$ cat src/rtl/updown_counter_mod.sv
// Parametrised up/down counter with programmable step, parallel load, wrap or
// saturate at the bounds, a terminal-count pulse and sticky overflow/underflow flags.
module updown_counter_mod #(
  parameter int WIDTH   = 8,
  parameter int MAX_VAL = 255,
  parameter int STEP_W  = 4
) (
  input  logic              clk,
  input  logic              rst,
  input  logic              enable,
  input  logic              direction,
  input  logic [STEP_W-1:0] step,
  input  logic              load,
  input  logic [WIDTH-1:0]  load_value,
  input  logic              sat_mode,
  input  logic              clr_flags,
  output logic [WIDTH-1:0]  counter_out,
  output logic              tc,
  output logic              ovf,
  output logic              unf
);

  // One extra bit lets the up-sum and the down-wrap sum be formed without loss.
  localparam logic [WIDTH:0] MAX_EXT = (WIDTH+1)'(MAX_VAL);
  localparam logic [WIDTH:0] MOD_EXT = (WIDTH+1)'(MAX_VAL + 1);

  logic [WIDTH:0]   cnt_ext;
  logic [WIDTH:0]   step_ext;
  logic [WIDTH:0]   load_ext;
  logic [WIDTH:0]   up_sum;
  logic [WIDTH-1:0] next_cnt;
  logic             next_tc;
  logic             next_ovf;
  logic             next_unf;

  assign cnt_ext  = {1'b0, counter_out};
  assign step_ext = (WIDTH+1)'(step);
  assign load_ext = {1'b0, load_value};
  assign up_sum   = cnt_ext + step_ext;

  // NOTE: every output of this block gets a default first, so no path leaves a
  // variable unassigned and no latch is inferred.
  always_comb begin
    next_cnt = counter_out;
    next_tc  = 1'b0;
    next_ovf = ovf & ~clr_flags;
    next_unf = unf & ~clr_flags;

    if (load) begin
      next_cnt = (load_ext > MAX_EXT) ? WIDTH'(MAX_EXT) : load_value;
    end else if (enable && (step != '0)) begin
      if (direction) begin
        if (up_sum > MAX_EXT) begin
          next_tc  = 1'b1;
          next_ovf = 1'b1;
          next_cnt = sat_mode ? WIDTH'(MAX_EXT) : WIDTH'(up_sum - MOD_EXT);
        end else begin
          next_cnt = WIDTH'(up_sum);
        end
      end else begin
        if (step_ext > cnt_ext) begin
          next_tc  = 1'b1;
          next_unf = 1'b1;
          next_cnt = sat_mode ? '0 : WIDTH'(cnt_ext + MOD_EXT - step_ext);
        end else begin
          next_cnt = WIDTH'(cnt_ext - step_ext);
        end
      end
    end
  end

  // NOTE: state registers use non-blocking assignments so every flop samples the
  // pre-edge values regardless of statement order.
  always_ff @(posedge clk or negedge rst) begin
    if (!rst) begin
      counter_out <= '0;
      tc          <= 1'b0;
      ovf         <= 1'b0;
      unf         <= 1'b0;
    end else begin
      counter_out <= next_cnt;
      tc          <= next_tc;
      ovf         <= next_ovf;
      unf         <= next_unf;
    end
  end

endmodule

$ cat config.mk
export PLATFORM = sky130hd
export DESIGN_NAME = updown_counter_mod
export DESIGN_NICKNAME = d
export VERILOG_FILES = /design/src/rtl/updown_counter_mod.sv
export SDC_FILE = /design/constraint.sdc
export NUM_CORES = 1
export LEC_CHECK = 0
export ABC_CLOCK_PERIOD_IN_PS = 2700
export BUFFER_PORTS_ARGS = -buffer_cell sky130_fd_sc_hd__buf_2
export CORE_MARGIN = 2
export CORE_UTILIZATION = 51
export DETAILED_ROUTE_END_ITERATION = 6
export PLACE_DENSITY = 0.78
export SLEW_MARGIN = 20
export SYNTH_ARGS = -nofsm -noshare
export SYNTH_HDL_FRONTEND = slang
export SYNTH_SLANG_ARGS = --single-unit
$ cat constraint.sdc
create_clock -name clk -period 2.7 [get_ports clk]
set_input_delay 0.675 -clock clk [delete_from_list [all_inputs] [get_ports clk]]
set_output_delay 0.675 -clock clk [all_outputs]
set_load 0.005 [all_outputs]
* Word-level counts from Yosys, hierarchy flattened
Index checks and enable logic that the tools add are counted.
Operators by class: magnitude comparators 3, muxes and demuxes 21, reduce and logical (&&, ||, !) cells 3, add/subtract/negate cells 5, bitwise operators 3
Operators by type and width (count):
- $mux 8 | 8
- $sub 8x4->8 | 2
- $mux 1 | 13
- $add 8x4->9 | 1
- $gt 9x8->1 const B | 1
- $add 8x1->8 const B | 1
- $gt 4x8->1 | 1
- $gt 8x8->1 const B | 1
- $sub 8x1->8 const B | 1
- $reduce_bool 4->1 | 1
- $and 1x1->1 | 2
- $reduce_bool 2->1 | 1
- $logic_and 1x1->1 | 1
- $not 1->1 | 1
Storage, ports and cells: word-level logic and storage cells 39, output and inout port bits 11, input bits 19, register bits after elaboration 11

* Longest topological paths before layout
Gate-level depths: netlist of run 1.
word-level depth 7, depth in mapped cells 9

* Worst setup path after synthesis of run 1
No wires, ideal clock.
path type input-to-reg, start point input port step[2], end point register counter_out[0], slack 0.337 ns, required time 2.576 ns, path buffers 0, arrival time 2.239 ns, cell stages on the path 8, cells stage by stage inv_1 ha_1 nor2b_1 o21a_1 or4_4 clkinv_2 a221oi_2 a211o_1
On the way: cells in the longest elaborated chain, start to end 6
Ends and longest elaborated chain:
- from (decl) | RTL line 12 | input logic [STEP_W-1:0] step,
- $add 8x4->9 | RTL line 39 | assign up_sum = cnt_ext + step_ext;
- $gt 9x8->1 | RTL line 53 | if (up_sum > MAX_EXT) begin
- $mux 8 | RTL line 53
- $mux 8 | RTL line 52 | if (direction) begin
- $mux 8 | RTL line 51 | end else if (enable && (step != '0)) begin
- $mux 8 | RTL line 49 | if (load) begin
- to (signal assigned) | RTL line 81 | counter_out <= next_cnt;
- to (decl) | RTL line 17 | output logic [WIDTH-1:0] counter_out,
Several ways; a longest one is shown, not always the timed one. The select of a mux whose other input is x is not followed. A chain may end at the register's enable or synchronous reset.

* Worst setup path after layout of run 1
start point input port step[0], end point register counter_out[3]
On the way: cells in the longest elaborated chain, start to end 7
Ends and longest elaborated chain:
- $add 8x4->9 | RTL line 39
- $sub 8x1->8 | RTL line 56 | next_cnt = sat_mode ? WIDTH'(MAX_EXT) : WIDTH'(up_sum - MOD_EXT);
- $mux 8 | RTL line 56
- $mux 8 | RTL line 53
- $mux 8 | RTL line 52
- $mux 8 | RTL line 51
- $mux 8 | RTL line 49
Several ways; a longest one is shown, not always the timed one. The select of a mux whose other input is x is not followed.

==> flow_metrics.py, run 1 <==
metrics = {
    "drt": {
        "ant_nets": 0,
        "routed_via_density": 5.81,
        "wl_per_cell_um": 14.2,
        "vias": 1115,
        "firstDrtPassIters": 6,
        "remaining_drc_errors": 0,
        "drt_iter0_markers": 31,
        "wl_um": 2720,
    },
    "worst_setup_path": {
        "slowest_delay_ps": 420,
        "cp_top_family": "compound AO/OA/AOI/OAI gates",
        "crit_path_end_kind": "flop",
        "crit_slowest_cell": "fa_1",
        "crit_top_cell": "nor2_1",
        "path_cells": "buf_2 > ha_1 > fa_1 > nor2b_1 > o21a_1 > nor2_1 > o311ai_0 > a21oi_1 > nor2_1",
        "path_buf_inv": 1,
        "required_ps": 2910,
        "path_class": "input pin to flop",
        "cp_max_fo": 5,
        "worstPathArrival_ps": 2520,
        "start_kind": "input pin",
    },
    "power": {
        "power.density_mw_per_mm2": 449,
        "irDropWorstVdd_v": 0.000413,
        "total_power_w": 0.000573,
        "power.leakage_nw": 0.599,
    },
    "sta": {
        "tns_ps": 0,
        "hold_viol": 0,
        "setup_viol": 0,
        "finalClockSkew_ps": 8.90,
        "fmax_mhz": 433,
        "worstMarginPinSlew_ps": 539,
        "post-route-min-period_ps": 2310,
        "setup_ws_ps": 392,
        "rsz0062_at_grt": "false",
        "fin_crit_sh_pct": 85.5,
        "drv_slew": 0,
        "relSlewSlack_pct": 63.9,
    },
    "die": {
        "rows": 16,
        "start_util_pct": 54.1,
        "dieArea_mm2": 0.00246,
        "io-pin-count": 30,
        "core_mm2": 0.00196,
        "die_w_um": 49.6,
        "die_y_um": 49.6,
    },
    "synthesis": {
        "yosys.area.top_type": "dfrtp_1",
        "synth_cell_type_count": 37,
        "synthesis.nets": 161,
        "syn_inst": 132,
        "ys_ff_latch": 11,
        "synth_warnings": 0,
        "synth_seq_area_share_pct": 25.9,
        "synth_top_area_share_pct": 25.9,
        "syn_area_per_cell_um2": 8.04,
        "synthTopCellsByArea": "dfrtp_1 (26%), ha_1 (9.4%), a21oi_1 (5.7%)",
        "syn-cell-area_mm2": 0.00106,
    },
    "global_route": {
        "met1_usage_pct": 33.1,
        "grt_usage_pct": 25.8,
        "grt_max_degree": 15,
        "gr-usage-met2_pct": 43.1,
        "grt_use_met3_pct": 3.03,
        "grt_pass1_wl_um": 4860,
        "antenna_found_initial": 0,
        "overflow": 0,
        "busiest_layer": "met2",
        "grt_pass1_vias": 1095,
    },
    "cts": {
        "h-tree-depth": 1,
        "cts_buffer_depth": 2,
        "cts_sinks": 11,
        "clk_latency_ps": 280,
        "cts-root-buf": "clkbuf_4",
        "cts_tree": "done",
        "hold_buffers": 0,
        "post_cts_buffers": 0,
        "cts_made_buffers": 3,
        "cts.repair.resized": 0,
        "clkTransAtPathRegs_ps": 80,
    },
    "final_layout": {
        "drive_gt1_share_pct": 25.5,
        "fillers": 204,
        "area_delta_synth_final_pct": 20.4,
        "finalNetCount": 195,
        "diodes": 0,
    },
    "placed_design": {
        "place_congestion": 0.939,
        "post-dp-hpwl_um": 2250,
        "dp_slack_ps": 131,
        "io_buffers": 29,
    },
    "min_path": {
        "hold_class": "input pin to asynchronous set/reset pin",
    },
    "status": {
        "status": "completed",
    },
    "job": {
        "cap_violations": 0,
    },
}
## path summary, 6_finish.rpt
check | from | cells after the start | end | slack [ps]
min | rst | 1 | counter_out[0]$_DFFE_PN0P_ | 250
min in group clk | ovf$_DFF_PN0_ | 2 | ovf$_DFF_PN0_ | 530
min reg2reg | ovf$_DFF_PN0_ | 2 | ovf$_DFF_PN0_ | 530
max reg2reg | counter_out[0]$_DFFE_PN0P_ | 9 | counter_out[0]$_DFFE_PN0P_ | 470
max | step[0] | 9 | counter_out[3]$_DFFE_PN0P_ | 390
max in group asynchronous | rst | 1 | counter_out[4]$_DFFE_PN0P_ | 2220
## placed cells by master (no fill, tap or decap), types with 2 or more instances in the layout
master    synthesis  routed
nor2b_1           3       3
nand2_1           8       8
inv_1            12      12
nand3_1           4       4
nor3_1            4       4
xnor2_1           3       3
fa_1              2       2
buf_4             0       5
o22ai_1           3       3
or3_1             4       4
clkbuf_4          0       3
dfrtp_1          11      11
a21oi_1          12      12
o31ai_1           2       2
nor2_1           12      12
a211oi_1          3       3
a211o_1           3       3
ha_1              8       8
or4_4             2       2
o311ai_0          2       2
nand2b_1          4       4
buf_2             0      29
o21ai_0           9       9
a21boi_0          2       2
## worst register-to-register path, cell delays in order, from the launching register on
cell	delay (ps)
dfrtp_1	400
inv_1	80
ha_1	200
fa_1	240
nor2b_1	70
o21a_1	220
or4_4	520
clkinv_2	70
a221oi_2	60
a211o_1	270
## through the flow
| step | util, % | instances | area (um^2) | hold slack [ps] |
|---|---|---|---|---|
| 3_3_place_gp | 63.8 | 188 | 1250 | 522 |
| 4_1_cts | 65.1 | 192 | 1280 | 264 |
| 3_5_place_dp | 63.8 | 188 | 1250 | 523 |
| 2_1_floorplan | - | 132 | 1060 | 379 |
| 6_report | 65.1 | 192 | 1280 | 255 |
| 5_1_grt | 65.1 | 192 | 1280 | 285 |
## routing by layer
metal	vias up	wire length [um]
li1	544	-
met1	529	1170
met2	38	1360
met3	4	148
met4	0	42
met5	-	0
## registers in the layout, indices dropped and copies added (netlist names)
| name | flops |
|---|---|
| ovf | 1 |
| counter_out | 8 |
| tc | 1 |
| unf | 1 |
## cells in the mapped netlist (all sizes together)
master,number
a21oi,12
inv,12
nor2,12
dfrtp,11
o21ai,9
ha,8
nand2,8
clkbuf,4
nand2b,4
nand3,4
nor3,4
or3,4
a211o,3
a211oi,3
nor2b,3
o22ai,3
xnor2,3
a21boi,2
fa,2
o311ai,2
o31ai,2
or4,2
a221oi,1
a22o,1
a22oi,1
and3,1
buf,1
clkinv,1
mux2,1
mux2i,1
nand4,1
nor4,1
o21a,1
o221ai,1
o31a,1
o41a,1
xor2,1
## cells by family (layout without fill, tap and decap cells)
group	Yosys count	after routing	share of synthesized area [%]
multiplexers	2	2	2.00
adder cells (fa/ha/maj)	10	10	13.2
AND/OR/NAND/NOR	44	44	21.2
AO/OA/AOI/OAI	43	43	27.1
XOR/XNOR	4	4	3.30
flip-flops	11	11	25.9
buffers and inverters	18	51	7.19
## report_power, final
group	internal (W)	total, W	switching (W)
combinational	0.000115	0.000246	0.000131
clock	0.0000573	0.000115	0.0000581
sequential	0.000182	0.000212	0.0000302
## final cells by class
type	instances	area, um^2	share of cell area, %
tap	27	33.8	2.64
sequential	11	275	21.5
timing repair buffer	34	183	14.3
multi-input combinational	103	709	55.5
clock buffer	4	26.3	2.06
inverter	13	50.0	3.92
No activity file was read; power rests on OpenSTA's default activity.
==> inputs of run 2 (changes only) <==
==> constraint.sdc (replaced) <==
create_clock -name clk -period 2.7 [get_ports clk]
set_input_delay 0.405 -clock clk [delete_from_list [all_inputs] [get_ports clk]]
set_output_delay 0.405 -clock clk [all_outputs]
set_load 0.005 [all_outputs]
==> run 2 against run 1 <==
Net effect:
- combinational power down 2%
- clock-buffer cell count unchanged
- sequential power hardly changed
- core utilization decreased by 0.64 points
- worst hold slack better by 85 ps
- register-to-register slack worse by 95 ps
- cell area decreased by 0.98%
- first-iteration DRC count rose by 45%
- critical path depth down 2
- non-clock buffer count decreased by 2
- routed wire length shrank 1.3%
- sequential share of layout area is 0.21 points higher
==> flow_metrics.py, run 2 (synthesis results as in run 1) <==
metrics = {
    "global_route": {
        "grt_pass1_wl_um": 4790,
        "overflow": 0,
        "grt_usage_pct": 24.6,
        "antenna_found_initial": 0,
        "grt_max_degree": 15,
        "grt_pass1_vias": 1051,
    },
    "power": {
        "pwr-share-clk_pct": 20.0,
        "power.density_mw_per_mm2": 448,
        "combPwrFrac_pct": 42.4,
        "power.leakage_nw": 0.589,
        "irDropWorstVdd_v": 0.000297,
        "power_switching_share_pct": 38.2,
        "pwr-share-seq_pct": 37.6,
        "p_switching_w": 0.000216,
        "internal_power_w": 0.000350,
    },
    "status": {
        "status": "completed",
    },
    "worst_setup_path": {
        "cp_top_family": "compound AO/OA/AOI/OAI gates",
        "start_kind": "flop",
        "required_ps": 2890,
        "worstPathArrival_ps": 2510,
        "path_buf_inv": 0,
        "worstRegToRegCells": 7,
        "path_class": "flop to flop",
        "crit_slowest_cell": "a211oi_1",
        "r2r_setup_slack_ps": 370,
        "cp_max_fo": 7,
        "slowest_delay_ps": 480,
        "crit_path_end_kind": "flop",
        "path_cells": "ha_1 > nand2b_1 > a211oi_1 > nand4_1 > nand3_1 > o22ai_1 > o21ai_0",
        "crit_cells": 7,
    },
    "sta": {
        "rsz0062_at_grt": "false",
        "drv_slew": 0,
        "post-route-min-period_ps": 2330,
        "finalClockSkew_ps": 7.57,
        "fmax_mhz": 430,
        "hold_viol": 0,
        "worstMarginPinSlew_ps": 539,
        "tns_ps": 0,
        "setup_viol": 0,
        "fin_crit_sh_pct": 86.1,
        "relSlewSlack_pct": 63.8,
    },
    "final_layout": {
        "drive_gt1_share_pct": 23.9,
        "fin_util_pct": 64.5,
        "fillers": 194,
        "layout_commonest_cell": "buf_2",
        "area_delta_synth_final_pct": 19.2,
        "layout_common_cells": "buf_2 (29), inv_1 (12), nor2_1 (12), a21oi_1 (12), dfrtp_1 (11)",
        "diodes": 0,
        "largest-register": "counter_out",
        "largest_reg_flops": 8,
        "finalNetCount": 193,
    },
    "die": {
        "start_util_pct": 54.1,
        "die_w_um": 49.6,
        "io-pin-count": 30,
        "dieArea_mm2": 0.00246,
        "rows": 16,
        "die_y_um": 49.6,
        "core_mm2": 0.00196,
    },
    "cts": {
        "cts_sinks": 11,
        "cts_made_buffers": 3,
        "h-tree-depth": 1,
        "cts_buffer_depth": 2,
        "cts-root-buf": "clkbuf_4",
        "cts.repair.resized": 0,
        "clkTransAtPathRegs_ps": 80,
        "cts_tree": "done",
        "clk_latency_ps": 270,
    },
    "min_path": {
        "hold_class": "input pin to flop",
        "min_path_cells": 2,
    },
    "drt": {
        "wl_per_cell_um": 14.1,
        "drt_iter0_markers": 45,
        "firstDrtPassIters": 4,
        "vias": 1099,
        "routed_via_density": 5.78,
        "wl_um": 2690,
        "ant_nets": 0,
        "remaining_drc_errors": 0,
    },
    "placed_design": {
        "io_buffers": 29,
        "place_congestion": 0.918,
        "post-dp-hpwl_um": 2160,
    },
    "job": {
        "cap_violations": 0,
    },
}
-- run 2: cell types whose count changed in the layout (fill, tap and decap cells not counted) --
cell / change
buf_4: -3
dlygate4sd3_1: +1
-- run 2: through the flow --
stage	instance area [um^2]	setup WS [ps]	cells	hold WS (ps)	power, W
floorplan	1060	607	132	109	0.000375
CTS	1260	436	190	335	0.000566
detailed placement	1230	309	185	293	0.000451
finish	1260	375	190	339	0.000566
global placement	1230	331	185	286	0.000447
global route	1260	241	190	349	0.000612
-- run 2: final timing paths --
check / start / endpoint
max: counter_out[2]$_DFFE_PN0P_ / counter_out[1]$_DFFE_PN0P_
min: clr_flags / unf$_DFF_PN0_
max reg2reg: counter_out[2]$_DFFE_PN0P_ / counter_out[1]$_DFFE_PN0P_
min reg2reg: ovf$_DFF_PN0_ / ovf$_DFF_PN0_
max in group asynchronous: rst / counter_out[4]$_DFFE_PN0P_
min in group asynchronous: rst / counter_out[0]$_DFFE_PN0P_
-- run 2: timing repair --
| action | CTS | global route |
|---|---|---|
| setup buffers | 0 | 0 |
| endpoints found under the hold margin | 1 | 0 |
| hold buffers | 1 | 0 |
-- run 2: power by group through the flow --
stage                     clock network (W)  logic [W]  registers (W)
after CTS                          0.000116   0.000238       0.000212
after global routing               0.000126   0.000269       0.000216
after detailed placement                  0   0.000236       0.000215
final                              0.000113   0.000240       0.000213
after global placement                    0   0.000232       0.000214
after floorplan                           0   0.000169       0.000205
-- run 2: routing by layer --
metal  track usage [%]  vias to the layer above  share of wire [%]
met1              33.8                      514                 46
met3              3.03                        2                5.6
met5                 0                        -                  0
li1                  -                      540                  -
met4              5.56                        0               0.26
met2              41.1                       43                 48
-- run 2: cell type report --
type | instances | area, um^2 | share of cell area, %
timing repair buffer | 32 | 170 | 13.5
multi-input combinational | 103 | 709 | 56.1
sequential | 11 | 275 | 21.8
clock buffer | 4 | 26.3 | 2.08
tap | 27 | 33.8 | 2.67
inverter | 13 | 50.0 | 3.96
==> inputs of run 3 (changes only) <==
- SETUP_SLACK_MARGIN: default -> 0.4
==> run 3 against run 2 <==
Net effect:
- via count down 1.3%
- worst setup slack better by 130 ps
- sequential share of layout area down 0.15 points
- critical endpoint is now counter_out[0]$_DFFE_PN0P_
- largest power group unchanged
==> flow_metrics.py, run 3 (synthesis results as in run 1) <==
metrics = {
    "worst_setup_path": {
        "endpoint": "counter_out[0]$_DFFE_PN0P_",
        "r2r_setup_slack_ps": 500,
        "required_ps": 2860,
        "critPathLaunch": "counter_out[0]$_DFFE_PN0P_",
        "path_class": "flop to flop",
        "start_kind": "flop",
        "crit_path_end_kind": "flop",
        "worstPathArrival_ps": 2360,
        "cp_max_fo": 4,
        "r2r-start": "counter_out[0]$_DFFE_PN0P_",
        "worstRegToRegCells": 9,
        "worst_r2r_endpoint": "counter_out[0]$_DFFE_PN0P_",
    },
    "drt": {
        "wl_met3_um": 161,
        "highest_layer": "met4",
        "remaining_drc_errors": 0,
        "wl_um": 2710,
        "ant_nets": 0,
        "drt_iter0_markers": 45,
        "wl_per_cell_um": 14.2,
        "m1WireLength_um": 1210,
        "firstDrtPassIters": 4,
        "routed_via_density": 5.71,
        "vias": 1085,
        "wl_met2_um": 1310,
    },
    "global_route": {
        "antenna_found_initial": 0,
        "grt_max_degree": 15,
        "grt_pass1_vias": 1051,
        "grt_pass1_wl_um": 4790,
        "overflow": 0,
        "grt_usage_pct": 24.6,
    },
    "sta": {
        "fmax_mhz": 455,
        "tns_ps": 0,
        "worstMarginPinSlew_ps": 367,
        "setup_viol": 0,
        "post-route-min-period_ps": 2200,
        "relSlewSlack_pct": 75.3,
        "fin_crit_sh_pct": 81.5,
        "drv_slew": 0,
        "rsz0062_at_grt": "false",
        "hold_viol": 0,
        "finalClockSkew_ps": 6.48,
        "hold_ws_ps": 339,
    },
    "final_layout": {
        "fin_util_pct": 64.9,
        "layout_commonest_cell": "buf_2",
        "finalNetCount": 193,
        "area_delta_synth_final_pct": 20.0,
        "drive_gt1_share_pct": 25.8,
        "fillers": 193,
        "layout_common_cells": "buf_2 (29), inv_1 (12), a21oi_1 (12)",
        "fin_cells": 190,
        "largest_reg_flops": 8,
        "largest-register": "counter_out",
        "diodes": 0,
    },
    "placed_design": {
        "io_buffers": 29,
        "place_congestion": 0.918,
        "post-dp-hpwl_um": 2160,
        "dp_cells": 185,
    },
    "min_path": {
        "hold_class": "input pin to flop",
        "min_path_cells": 2,
    },
    "die": {
        "die_y_um": 49.6,
        "start_util_pct": 54.1,
        "dieArea_mm2": 0.00246,
        "die_w_um": 49.6,
        "core_mm2": 0.00196,
        "rows": 16,
        "io-pin-count": 30,
    },
    "job": {
        "cap_violations": 0,
    },
    "cts": {
        "clk_latency_ps": 270,
        "h-tree-depth": 1,
        "cts_buffer_depth": 2,
        "cts_tree": "done",
        "clkTransAtPathRegs_ps": 70,
        "cts_made_buffers": 3,
        "cts-root-buf": "clkbuf_4",
        "cts_sinks": 11,
    },
    "status": {
        "status": "completed",
    },
    "power": {
        "total_power_w": 0.000572,
        "power.leakage_nw": 0.591,
        "irDropWorstVdd_v": 0.000297,
        "power.density_mw_per_mm2": 449,
    },
}
==> run 3: timing repair <==
item	4_1_cts	5_1_grt
setup buffers	0	0
endpoints found under the setup margin	0	6
gates resized for setup	0	4
hold buffers	1	0
endpoints found under the hold margin	1	0
==> run 3: power breakdown <==
| part | total, W | internal (W) | leakage [nW] | switching [W] |
|---|---|---|---|---|
| Combinational | 0.000246 | 0.000113 | 0.442 | 0.000132 |
| Clock | 0.000114 | 0.0000572 | 0.0150 | 0.0000564 |
| Sequential | 0.000213 | 0.000182 | 0.134 | 0.0000311 |
==> run 3: through the flow <==
stage	instance area [um^2]	setup slack [ps]
3_3_place_gp	1230	331
5_1_grt	1270	403
2_1_floorplan	1060	607
3_5_place_dp	1230	309
6_report	1270	501
4_1_cts	1260	436
==> run 3: worst min path at each step <==
stage	startpoint	to	slack (ps)
detailed placement	rst	counter_out[0]$_DFFE_PN0P_	290
CTS	clr_flags	unf$_DFF_PN0_	330
global route	clr_flags	unf$_DFF_PN0_	350
global placement	rst	counter_out[0]$_DFFE_PN0P_	290
finish	clr_flags	unf$_DFF_PN0_	340
floorplan	rst	counter_out[0]$_DFFE_PN0P_	110
==> run 3: metal layers <==
layer	vias up	global-route usage, %
met5	-	0
met4	0	5.56
met3	5	3.03
met2	36	41.1
met1	502	33.8
li1	542	-
==> run 3: final cells by class <==
class / instances / area (um^2) / area share (%)
Multi-Input combinational cell: 103 / 718 / 56.4
Inverter: 13 / 50.0 / 3.93
Tap cell: 27 / 33.8 / 2.65
Timing Repair Buffer: 32 / 170 / 13.4
Clock buffer: 4 / 26.3 / 2.06
Sequential cell: 11 / 275 / 21.6
==> run 3: critical path, stage by stage, from the launching register on <==
cell	delay, ps
dfrtp_1	400
inv_1	80
ha_1	180
fa_1	240
nor2b_1	70
o21a_2	230
or4_4	510
clkinv_2	70
a221oi_2	60
a211o_1	260
